===== src/rtl/bc_pkg.sv =====
// Shared types and constants for the Branch Conditional unit.
// Body fields are stored MSB-first: BO[0] lives in body[27], LK in body[0].
package bc_pkg;

  localparam int unsigned ADDR_W = 64;
  localparam int unsigned ID_W   = 64;
  localparam int unsigned OPC_W  = 12;
  localparam int unsigned BODY_W = 28;

  localparam logic [OPC_W-1:0] BC_OPCODE      = 12'd24;
  localparam int unsigned      BRANCH_UNIT_ID = 6;

  localparam int unsigned BO_LSB = 23;
  localparam int unsigned BI_LSB = 18;
  localparam int unsigned BD_LSB = 2;
  localparam int unsigned AA_BIT = 1;
  localparam int unsigned LK_BIT = 0;

  typedef struct packed {
    logic [OPC_W-1:0]  opcode;
    logic [ADDR_W-1:0] cia;
    logic [ID_W-1:0]   majId;
    logic              is64;
    logic [BODY_W-1:0] body;
  } bc_entry_t;

  function automatic logic [ADDR_W-1:0] bd_ea(input logic [15:0] bd);
    return {{(ADDR_W-16){bd[15]}}, bd};
  endfunction

endpackage


===== src/rtl/bc_input_queue.sv =====
// Generic small FIFO with full/empty status and a sticky overflow flag.
// A push while full is dropped, even if a pop happens on the same edge.
module bc_input_queue #(
  parameter int unsigned WIDTH = 8,
  parameter int unsigned DEPTH = 2
) (
  input  logic             clock_i,
  input  logic             reset_i,
  input  logic             push_i,
  input  logic [WIDTH-1:0] data_i,
  input  logic             pop_i,
  output logic [WIDTH-1:0] data_o,
  output logic             full_o,
  output logic             empty_o,
  output logic             overflow_o
);

  localparam int unsigned PW = (DEPTH > 1) ? $clog2(DEPTH) : 1;
  localparam int unsigned CW = $clog2(DEPTH + 1);

  logic [WIDTH-1:0] mem_q [DEPTH];
  logic [PW-1:0]    wr_q, wr_d, rd_q, rd_d;
  logic [CW-1:0]    cnt_q, cnt_d;
  logic             ovf_q, ovf_d;
  logic             push_ok, pop_ok;

  function automatic logic [PW-1:0] ptr_inc(input logic [PW-1:0] p);
    return (p == PW'(DEPTH - 1)) ? '0 : p + PW'(1);
  endfunction

  assign full_o     = (cnt_q == CW'(DEPTH));
  assign empty_o    = (cnt_q == '0);
  assign overflow_o = ovf_q;
  assign data_o     = mem_q[rd_q];
  assign push_ok    = push_i && !full_o;
  assign pop_ok     = pop_i && !empty_o;

  always_comb begin
    wr_d  = push_ok ? ptr_inc(wr_q) : wr_q;
    rd_d  = pop_ok ? ptr_inc(rd_q) : rd_q;
    ovf_d = ovf_q | (push_i & full_o);
    cnt_d = cnt_q;
    if (push_ok && !pop_ok) cnt_d = cnt_q + CW'(1);
    else if (!push_ok && pop_ok) cnt_d = cnt_q - CW'(1);
  end

  always_ff @(posedge clock_i or negedge reset_i) begin
    if (!reset_i) begin
      wr_q  <= '0;
      rd_q  <= '0;
      cnt_q <= '0;
      ovf_q <= 1'b0;
    end else begin
      wr_q  <= wr_d;
      rd_q  <= rd_d;
      cnt_q <= cnt_d;
      ovf_q <= ovf_d;
    end
  end

  always_ff @(posedge clock_i) begin
    if (push_ok) mem_q[wr_q] <= data_i;
  end

endmodule


===== src/rtl/branch_conditional_unit.sv =====
// Branch Conditional back-end: input queue, BO/BI resolve, CTR/LR ownership.
// Optional macro BC_MISPREDICT_EN adds a static-prediction mispredict_o output.
module branch_conditional_unit
  import bc_pkg::*;
#(
  parameter int unsigned      addressWidth            = 64,
  parameter int unsigned      instructionCounterWidth = 64,
  parameter int unsigned      opcodeSize              = 12,
  parameter int unsigned      bodySize                = 28,
  parameter int unsigned      queueDepth              = 2,
  parameter logic [OPC_W-1:0] bcOpcode                = BC_OPCODE
) (
  input  logic                               clock_i,
  input  logic                               reset_i,
  input  logic                               enable_i,
  input  logic [opcodeSize-1:0]              opcode_i,
  input  logic [addressWidth-1:0]            instructionAddress_i,
  input  logic [instructionCounterWidth-1:0] instMajId_i,
  input  logic                               is64Bit_i,
  input  logic [bodySize-1:0]                instructionBody_i,
  input  logic [31:0]                        crBits_i,
  input  logic                               ctrWrEn_i,
  input  logic [addressWidth-1:0]            ctrWrData_i,
  input  logic                               lrWrEn_i,
  input  logic [addressWidth-1:0]            lrWrData_i,
  input  logic                               stall_i,
  output logic                               stall_o,
  output logic                               outValid_o,
  output logic                               taken_o,
  output logic [addressWidth-1:0]            nextAddress_o,
  output logic [instructionCounterWidth-1:0] majId_o,
  output logic                               illegal_o,
  output logic                               overflow_o,
  output logic [addressWidth-1:0]            ctr_o,
  output logic [addressWidth-1:0]            lr_o
`ifdef BC_MISPREDICT_EN
  ,
  output logic                               mispredict_o
`endif
);

  bc_entry_t q_in, head;
  logic      q_full, q_empty, pop;

  logic              valid_q, valid_d, taken_q, taken_d, illegal_q, illegal_d;
  logic [ADDR_W-1:0] nia_q, nia_d, ctr_q, ctr_d, lr_q, lr_d;
  logic [ID_W-1:0]   majid_q, majid_d;

  logic [4:0]        bo, bi, cr_idx;
  logic [15:0]       bd;
  logic              aa, lk, legal, ctrm_nz, ctr_ok, cond_ok, tk;
  logic [ADDR_W-1:0] ctr_n, seq, tgt, nia;

  assign q_in = '{opcode: opcode_i, cia: instructionAddress_i, majId: instMajId_i,
                  is64: is64Bit_i, body: instructionBody_i};

  bc_input_queue #(.WIDTH($bits(bc_entry_t)), .DEPTH(queueDepth)) u_queue (
    .clock_i    (clock_i),
    .reset_i    (reset_i),
    .push_i     (enable_i),
    .data_i     (q_in),
    .pop_i      (pop),
    .data_o     (head),
    .full_o     (q_full),
    .empty_o    (q_empty),
    .overflow_o (overflow_o)
  );

  assign pop = !q_empty && (!valid_q || !stall_i);

  // BO bit n (big-endian) is bo[4-n]; CR bit n (big-endian) is crBits_i[31-n].
  always_comb begin
    bo      = head.body[BO_LSB +: 5];
    bi      = head.body[BI_LSB +: 5];
    bd      = head.body[BD_LSB +: 16];
    aa      = head.body[AA_BIT];
    lk      = head.body[LK_BIT];
    legal   = (head.opcode == bcOpcode);
    cr_idx  = 5'd31 - bi;
    ctr_n   = bo[2] ? ctr_q : ctr_q - ADDR_W'(1);
    ctrm_nz = head.is64 ? (ctr_n != '0) : (ctr_n[31:0] != '0);
    ctr_ok  = bo[2] | (ctrm_nz ^ bo[1]);
    cond_ok = bo[4] | (crBits_i[cr_idx] == bo[3]);
    tk      = ctr_ok & cond_ok;
    seq     = head.cia + ADDR_W'(4);
    tgt     = aa ? bd_ea(bd) : head.cia + bd_ea(bd);
    nia     = tk ? tgt : seq;
    if (!head.is64) nia[63:32] = '0;

    valid_d   = valid_q;
    taken_d   = taken_q;
    nia_d     = nia_q;
    majid_d   = majid_q;
    illegal_d = illegal_q;
    if (pop) begin
      valid_d   = 1'b1;
      taken_d   = legal & tk;
      nia_d     = legal ? nia : seq;
      majid_d   = head.majId;
      illegal_d = !legal;
    end else if (!stall_i) begin
      valid_d = 1'b0;
    end

    ctr_d = ctr_q;
    if (ctrWrEn_i) ctr_d = ctrWrData_i;
    else if (pop && legal) ctr_d = ctr_n;

    lr_d = lr_q;
    if (lrWrEn_i) lr_d = lrWrData_i;
    else if (pop && legal && lk) lr_d = head.is64 ? seq : {32'h0, seq[31:0]};
  end

  always_ff @(posedge clock_i or negedge reset_i) begin
    if (!reset_i) begin
      valid_q   <= 1'b0;
      taken_q   <= 1'b0;
      nia_q     <= '0;
      majid_q   <= '0;
      illegal_q <= 1'b0;
      ctr_q     <= '0;
      lr_q      <= '0;
    end else begin
      valid_q   <= valid_d;
      taken_q   <= taken_d;
      nia_q     <= nia_d;
      majid_q   <= majid_d;
      illegal_q <= illegal_d;
      ctr_q     <= ctr_d;
      lr_q      <= lr_d;
    end
  end

`ifdef BC_MISPREDICT_EN
  logic mis_q, mis_d;

  // Static guess: backward displacement or branch-always predicts taken.
  always_comb begin
    mis_d = mis_q;
    if (pop) mis_d = legal & ((bd[15] | (bo[4] & bo[2])) != tk);
  end

  always_ff @(posedge clock_i or negedge reset_i) begin
    if (!reset_i) mis_q <= 1'b0;
    else          mis_q <= mis_d;
  end

  assign mispredict_o = mis_q;
`endif

  assign stall_o       = q_full;
  assign outValid_o    = valid_q;
  assign taken_o       = taken_q;
  assign nextAddress_o = nia_q;
  assign majId_o       = majid_q;
  assign illegal_o     = illegal_q;
  assign ctr_o         = ctr_q;
  assign lr_o          = lr_q;

endmodule


===== config.mk =====
export PLATFORM = sky130hd
export DESIGN_NAME = branch_conditional_unit
export DESIGN_NICKNAME = d
export VERILOG_FILES = /design/src/rtl/bc_pkg.sv /design/src/rtl/bc_input_queue.sv /design/src/rtl/branch_conditional_unit.sv
export SDC_FILE = /design/constraint.sdc
export NUM_CORES = 1
export LEC_CHECK = 0
export CORE_MARGIN = 10
export CORE_UTILIZATION = 42
export CTS_BUF_LIST = sky130_fd_sc_hd__clkbuf_8 sky130_fd_sc_hd__clkbuf_16
export DETAILED_ROUTE_END_ITERATION = 12
export PLACE_DENSITY_LB_ADDON = 0.25
export SYNTH_ARGS = -nofsm -noshare
export SYNTH_HDL_FRONTEND = slang
export SYNTH_SLANG_ARGS = --single-unit
export TNS_END_PERCENT = 5

===== constraint.sdc =====
create_clock -name clock_i -period 12.7 [get_ports clock_i]
set_clock_uncertainty 0.1 [all_clocks]
set_input_delay 1.905 -clock clock_i [delete_from_list [all_inputs] [get_ports clock_i]]
set_output_delay 1.905 -clock clock_i [all_outputs]
set_load 0.02 [all_outputs]

==> impl_metrics.env <==
export IMPL_tightest_slew_ns=1.29
export IMPL_grt_pass1_wl_mm=162
export IMPL_clk_pin_slew_ns=0.06
export IMPL_syn_inst=2787
export IMPL_synthAdderAreaFrac_pct=2.76
export IMPL_fmax_mhz=152
export IMPL_antenna_found_initial=13
export IMPL_multi_input_area_mm2=0.0131
export IMPL_async_flop_share_pct=44.0
export IMPL_max_cap_viol_count=0
export IMPL_grt_max_degree=169
export IMPL_core_area_mm2=0.0719
export IMPL_avgSynthCellArea_um2=11.0
export IMPL_synth_main_ff_cell="edfxtp_1"
export IMPL_clock_root_buffer="clkbuf_16"
export IMPL_relSlewSlack_pct=14.0
export IMPL_area_delta_synth_final_pct=29.6
export IMPL_power_density_mw_per_mm2=240
export IMPL_fillers=6158
export IMPL_synth_area_leader_cell="edfxtp_1"
export IMPL_gp_congestion=0.899
export IMPL_ys_seq_area_share_pct=54.5
export IMPL_ant_nets=0
export IMPL_slowest_stage="dfrtp_4"
export IMPL_cp_max_fo=49
export IMPL_drive_above_1_share_pct=6.91
export IMPL_die_h_um=290
export IMPL_grt_usage_pct=24.6
export IMPL_grtUsageMet2_pct=40.2
export IMPL_tns_ns=0
export IMPL_dpl_hpwl_mm=79.4
export IMPL_start_util_pct=42.6
export IMPL_rsz0062_at_grt="false"
export IMPL_die_w_um=290
export IMPL_critical_path_max_stage_delay_ns=0.91
export IMPL_status="finished clean"
export IMPL_hold_buffers=0
export IMPL_drtPass1Iterations=7
export IMPL_setup_violations=0
export IMPL_grt_overflow=0
export IMPL_met1_usage_pct=32.0
export IMPL_fin_crit_ns=6.56
export IMPL_syn_nets=3189
export IMPL_required_ns=13.08
export IMPL_synth_seq_cells=600
export IMPL_drc=0
export IMPL_io_pins=596
export IMPL_crit_path_frequent_cell="buf_4"
export IMPL_regArea_mm2=0.0167
export IMPL_slew_violations=0
export IMPL_fp_dieArea_mm2=0.0842
export IMPL_grt_util_met3_pct=6.26
export IMPL_endpoint_kind="flip-flop"
export IMPL_synth_xor_area_share_pct=5.69
export IMPL_syn_area_mm2=0.0306
export IMPL_grt_pass1_vias=25243
export IMPL_drt_iter0_markers=2052
export IMPL_routedWlPerCell_um=24.7
export IMPL_h_tree_depth=3
export IMPL_ir_worst_vdd_mv=0.139
export IMPL_synth_top_family_by_area="compound AO/OA/AOI/OAI gates"
export IMPL_yosysMostFrequentCell="edfxtp_1"
export IMPL_avgViaCountPerCell=5.73
export IMPL_clk_path_buf_depth=3
export IMPL_cts_made_buffers=66
export IMPL_post_cts_buffers=0
export IMPL_numPortBuffers=594
export IMPL_path_class="reg -> reg"
export IMPL_hold_violations=0
export IMPL_synth_compound_area_share_pct=14.0
export IMPL_synth_edff_count=336
export IMPL_synth_top_area_share_pct=32.9
export IMPL_start_kind="flip-flop"
export IMPL_synthTopCellsByArea="edfxtp_1 33%, dfrtp_1 22%, mux2i_1 4.4%, o21ai_0 4.1%, nand2_1 3.7%"
export IMPL_wl_mm=107
export IMPL_num_rows=98
export IMPL_synth_cell_types=78
export IMPL_yosys_top_cells_count="336 x edfxtp_1, 298 x nand2_1, 264 x dfrtp_1, 249 x o21ai_0, 147 x nor2_1"
export IMPL_yosysWarnings=0
export IMPL_vias=24878
export IMPL_cp_num_buf_inv=3
export IMPL_synthMuxAreaShare_pct=7.20
export IMPL_worstSkewPairLatency_ns=0.62
export IMPL_cts_num_sinks=600
export IMPL_path_cells="buf_4 > mux2i_1 > inv_1 > buf_4 > ha_1 > nand4_1 > or3_1 > a2111oi_0 > o31ai_1 > a21oi_1 > nor2_1 > o221ai_1 > xor2_1 > a211oi_1 > o21ai_0"
export IMPL_power_mw=9.55
export IMPL_cp_arrival_ns=6.95
export IMPL_cts_resized=0
export IMPL_cp_top_family="compound AO/OA/AOI/OAI gates"
export IMPL_busiest_layer="met2"
export IMPL_timing_final_crit_share_pct=51.7
export IMPL_p_leak_nw=15.0
export IMPL_min_path_type="reg -> reg"
export IMPL_fin_nets=3733
export IMPL_synthSimpleGateAreaFrac_pct=12.8
export IMPL_tritoncts="done"
-- kinds of logic (layout without fill, tap and decap cells) --
logic type                 Yosys count  after routing
DFF                                600            600
and+or+nand+nor                    814            814
xor gates and xnor gates           199            199
buffers and inverters              239            837
AOI/OAI and AO/OA                  667            667
adders and majority gates           67             67
muxes                              201            201
other                                0              3
-- where the power goes --
part	internal (mW)	switching (mW)	total (mW)
clock network	1.10	0.820	1.92
logic	1.87	2.85	4.71
registers	2.62	0.295	2.91
total	5.58	3.96	9.55
-- final timing paths --
path	from	to	slack, ns	cells past startpoint
setup / recovery	u_queue.rd_q	nextAddress_o[59]	6.14	15
hold / removal	u_queue.overflow_o	u_queue.overflow_o	0.37	1
setup reg to reg	u_queue.rd_q	nextAddress_o[59]	6.14	15
hold reg to reg	u_queue.overflow_o	u_queue.overflow_o	0.37	1
max in group asynchronous	reset_i	majId_o[36]	9.19	3
min in group asynchronous	reset_i	lr_o[54]	1.21	1
-- state kept, by name, summed over array words and instances, names as in the netlist --
register            cells
outValid_o              1
lr_o                   64
u_queue.wr_q            1
u_queue.rd_q            1
u_queue.mem_q         336
nextAddress_o          64
u_queue.cnt_q           2
majId_o                64
taken_o                 1
illegal_o               1
u_queue.overflow_o      1
ctr_o                  64
-- per-stage QoR --
step                instance area, um^2  cells  hold slack, ns  worst slack (ns)  utilization, %
global route                      39700   4337           0.397              5.72            55.3
global placement                  37500   4213           0.340              6.32            52.2
CTS                               39700   4335           0.383              6.25            55.3
floorplan                         30600   2787           0.361              2.94               -
finish                            39700   4338           0.374              6.14            55.3
detailed placement                37500   4213           0.367              6.25            52.2
-- routing by layer --
metal	wire, um	vias to the layer above
met5	98	-
met1	45100	12254
met4	2520	16
met2	50900	945
met3	8670	154
li1	-	11509
-- final cells by class --
class	instances	area share, %
inverters	86	0.825
flip-flops and latches	600	42.0
multi-input cells	1948	32.9
repair buffers	629	15.7
clock inverters	42	0.851
well taps	950	2.99
clock buffers	80	4.70
diodes	3	0.0189
-- layout by cell type, fill, tap and decap left out, types with 48 or more instances in the layout --
cell type        Yosys  layout
a21o_1              48      48
a21oi_1            100      99
clkbuf_16            0      68
clkdlybuf4s50_1      0     591
dfrtp_1            264     263
edfxtp_1           336     336
ha_1                66      66
inv_1               84      98
mux2_2              55      55
mux2i_1            136     135
nand2_1            298     298
nand3_1             62      62
nor2_1             147     144
nor3_1              74      72
nor4_1              58      58
o21ai_0            249     249
xnor2_1            118     118
xor2_1              81      81
(Power assumes the default switching activity.)
==> variant, RTL diff (same flow settings) <==
Add a define of `BC_MISPREDICT_EN`.
--- a/src/rtl/branch_conditional_unit.sv
+++ b/src/rtl/branch_conditional_unit.sv
@@ -1,4 +1,6 @@
 // Branch Conditional back-end: input queue, BO/BI resolve, CTR/LR ownership.
 // Optional macro BC_MISPREDICT_EN adds a static-prediction mispredict_o output.
+`define BC_MISPREDICT_EN
+
 module branch_conditional_unit
   import bc_pkg::*;
Function (old outputs only; new: mispredict_o): no difference found for any inputs over 4 cycles, from zero or initial values and one cycle with reset_i low; that may be too few to reach the edited logic, so the function may still have changed.
==> variant against the unedited design <==
- sequential share of layout area is 0.54 points higher
- critical path type unchanged
- routed wire length shrank 3.8%
- clock power is 9% higher
- critical endpoint is now nextAddress_o[61]
- worst setup slack improved by 0.056 ns
- area after synthesis fell by 2.3%
- count of clock-buffer cells in the layout decreased by 4
- sequential cell count up 1
- final cell count decreased by 1.5%
- total power fell by 0.26%
- largest cell class unchanged
- final area is 1.1% lower
==> variant: results (changes against the unedited design) <==
Drt
  – Routed WL: 103000 um (was 107000 um)
  – Iter 0 DRT Violations: 1917 (was 2052)
  – Routed vias/inst: 5.60 (was 5.73)
  – Drt first pass iters: 8 (was 7)

Power
  – Clock Power: 2.10 mW (was 1.92 mW)
  – Sw power: 3.90 mW (was 3.96 mW)

GRT
  – Initial antenna violation count: 24 (was 13)
  – Met1 usage: 29.7% (was 32.0%)
  – Gr usage total: 24.2% (was 24.6%)
  – Largest net degree at the start of global routing: 124 (was 169)
  – GR Util met3: 6.73% (was 6.26%)
  – Met2 Usage GRT: 41.0% (was 40.2%)
  – Vias in the first global route: 24.5k (was 25.2k)

Setup path
  – Arr. time, crit path: 6.84 ns (was 6.95 ns)
  – Cell depth of the worst flop-to-flop path: 12 (was 15)
  – Flop-to-flop setup slack: 6.19 ns (was 6.14 ns)
  – Max incr delay on CP: 1.03 ns (was 0.91 ns)
  – Crit path max fanout: 61 (was 49)
  – Slowest cell on crit path: o21a_1 (was dfrtp_4)
  – Crit path max-delay family: multiplexers (was compound AO/OA/AOI/OAI gates)

Yosys
  – Syn Nets: 3105 (was 3189)
  – Asr flop ratio synth: 44.1% (was 44.0%)
  – Largest cells by area after synthesis: edfxtp_1 (34%), dfrtp_1 (22%), mux2i_1 (4.8%) (was edfxtp_1 (33%), dfrtp_1 (22%), mux2i_1 (4.4%))
  – Yosys cell types: 74 (was 78)
  – Post-synth top cells: edfxtp_1 (336), nand2_1 (318), o21ai_0 (268), dfrtp_1 (265), mux2i_1 (144) (was edfxtp_1 (336), nand2_1 (298), dfrtp_1 (264), o21ai_0 (249), nor2_1 (147))

Place
  – HPWL Detailed: 77900 um (was 79400 um)
  – I/O Buffers: 595 (was 594)
  – Final Wtd Congestion: 0.890 (was 0.899)

Status
  – Status: finished, final reports clean (unchanged)

STA
  – Worst Max-Slew Pin Slew: 1.31 ns (was 1.29 ns)

Cells and area
  – Final Net Count: 3667 (was 3733)
## variant: logic make-up (layout without fill, tap and decap cells)
| kind of cell | after synthesis | in the layout | share of synthesized area, % |
|---|---|---|---|
| other cells | 0 | 10 | 0 |
| mux | 204 | 204 | 7.41 |
| fa+ha+maj | 67 | 67 | 2.82 |
| flops | 601 | 601 | 55.8 |
| xor+xnor | 198 | 198 | 5.79 |
| buf+inv | 237 | 856 | 3.13 |
| compound gates | 634 | 634 | 13.0 |
| simple gates | 762 | 762 | 12.0 |
## variant: worst paths after layout
check,to,from
min,u_queue.overflow_o,u_queue.overflow_o
min reg2reg,u_queue.overflow_o,u_queue.overflow_o
min in group asynchronous,ctr_o[45],reset_i
max,nextAddress_o[61],u_queue.rd_q
max reg2reg,nextAddress_o[61],u_queue.rd_q
max in group asynchronous,u_queue.rd_q,reset_i
## variant: layer usage
| layer | wire, um | up-vias |
|---|---|---|
| met1 | 42000 | 11656 |
| met3 | 8540 | 196 |
| met2 | 49500 | 927 |
| met5 | 192 | - |
| li1 | - | 11093 |
| met4 | 2940 | 30 |
## variant: area by class of cell
class                      count  share of cell area, %
timing repair buffer         626                   15.7
tap                          940                   2.99
antenna                       10                 0.0637
clock buffer                  76                   4.76
inverter                     101                  0.978
multi-input combinational   1865                   31.4
sequential                   601                   42.6
clock inverter                53                   1.48
## variant: stage by stage
step / cell area, um^2 / power, mW / hold slack, ns / std cells / setup slack, ns
after floorplan: 29900 / 5.82 / 0.361 / 2703 / 2.94
after global placement: 36800 / 7.37 / 0.339 / 4133 / 6.30
after detailed placement: 36800 / 7.43 / 0.349 / 4133 / 6.13
after CTS: 39200 / 9.57 / 0.363 / 4262 / 6.13
after global routing: 39300 / 10.1 / 0.387 / 4267 / 5.75
final: 39300 / 9.52 / 0.356 / 4272 / 6.19
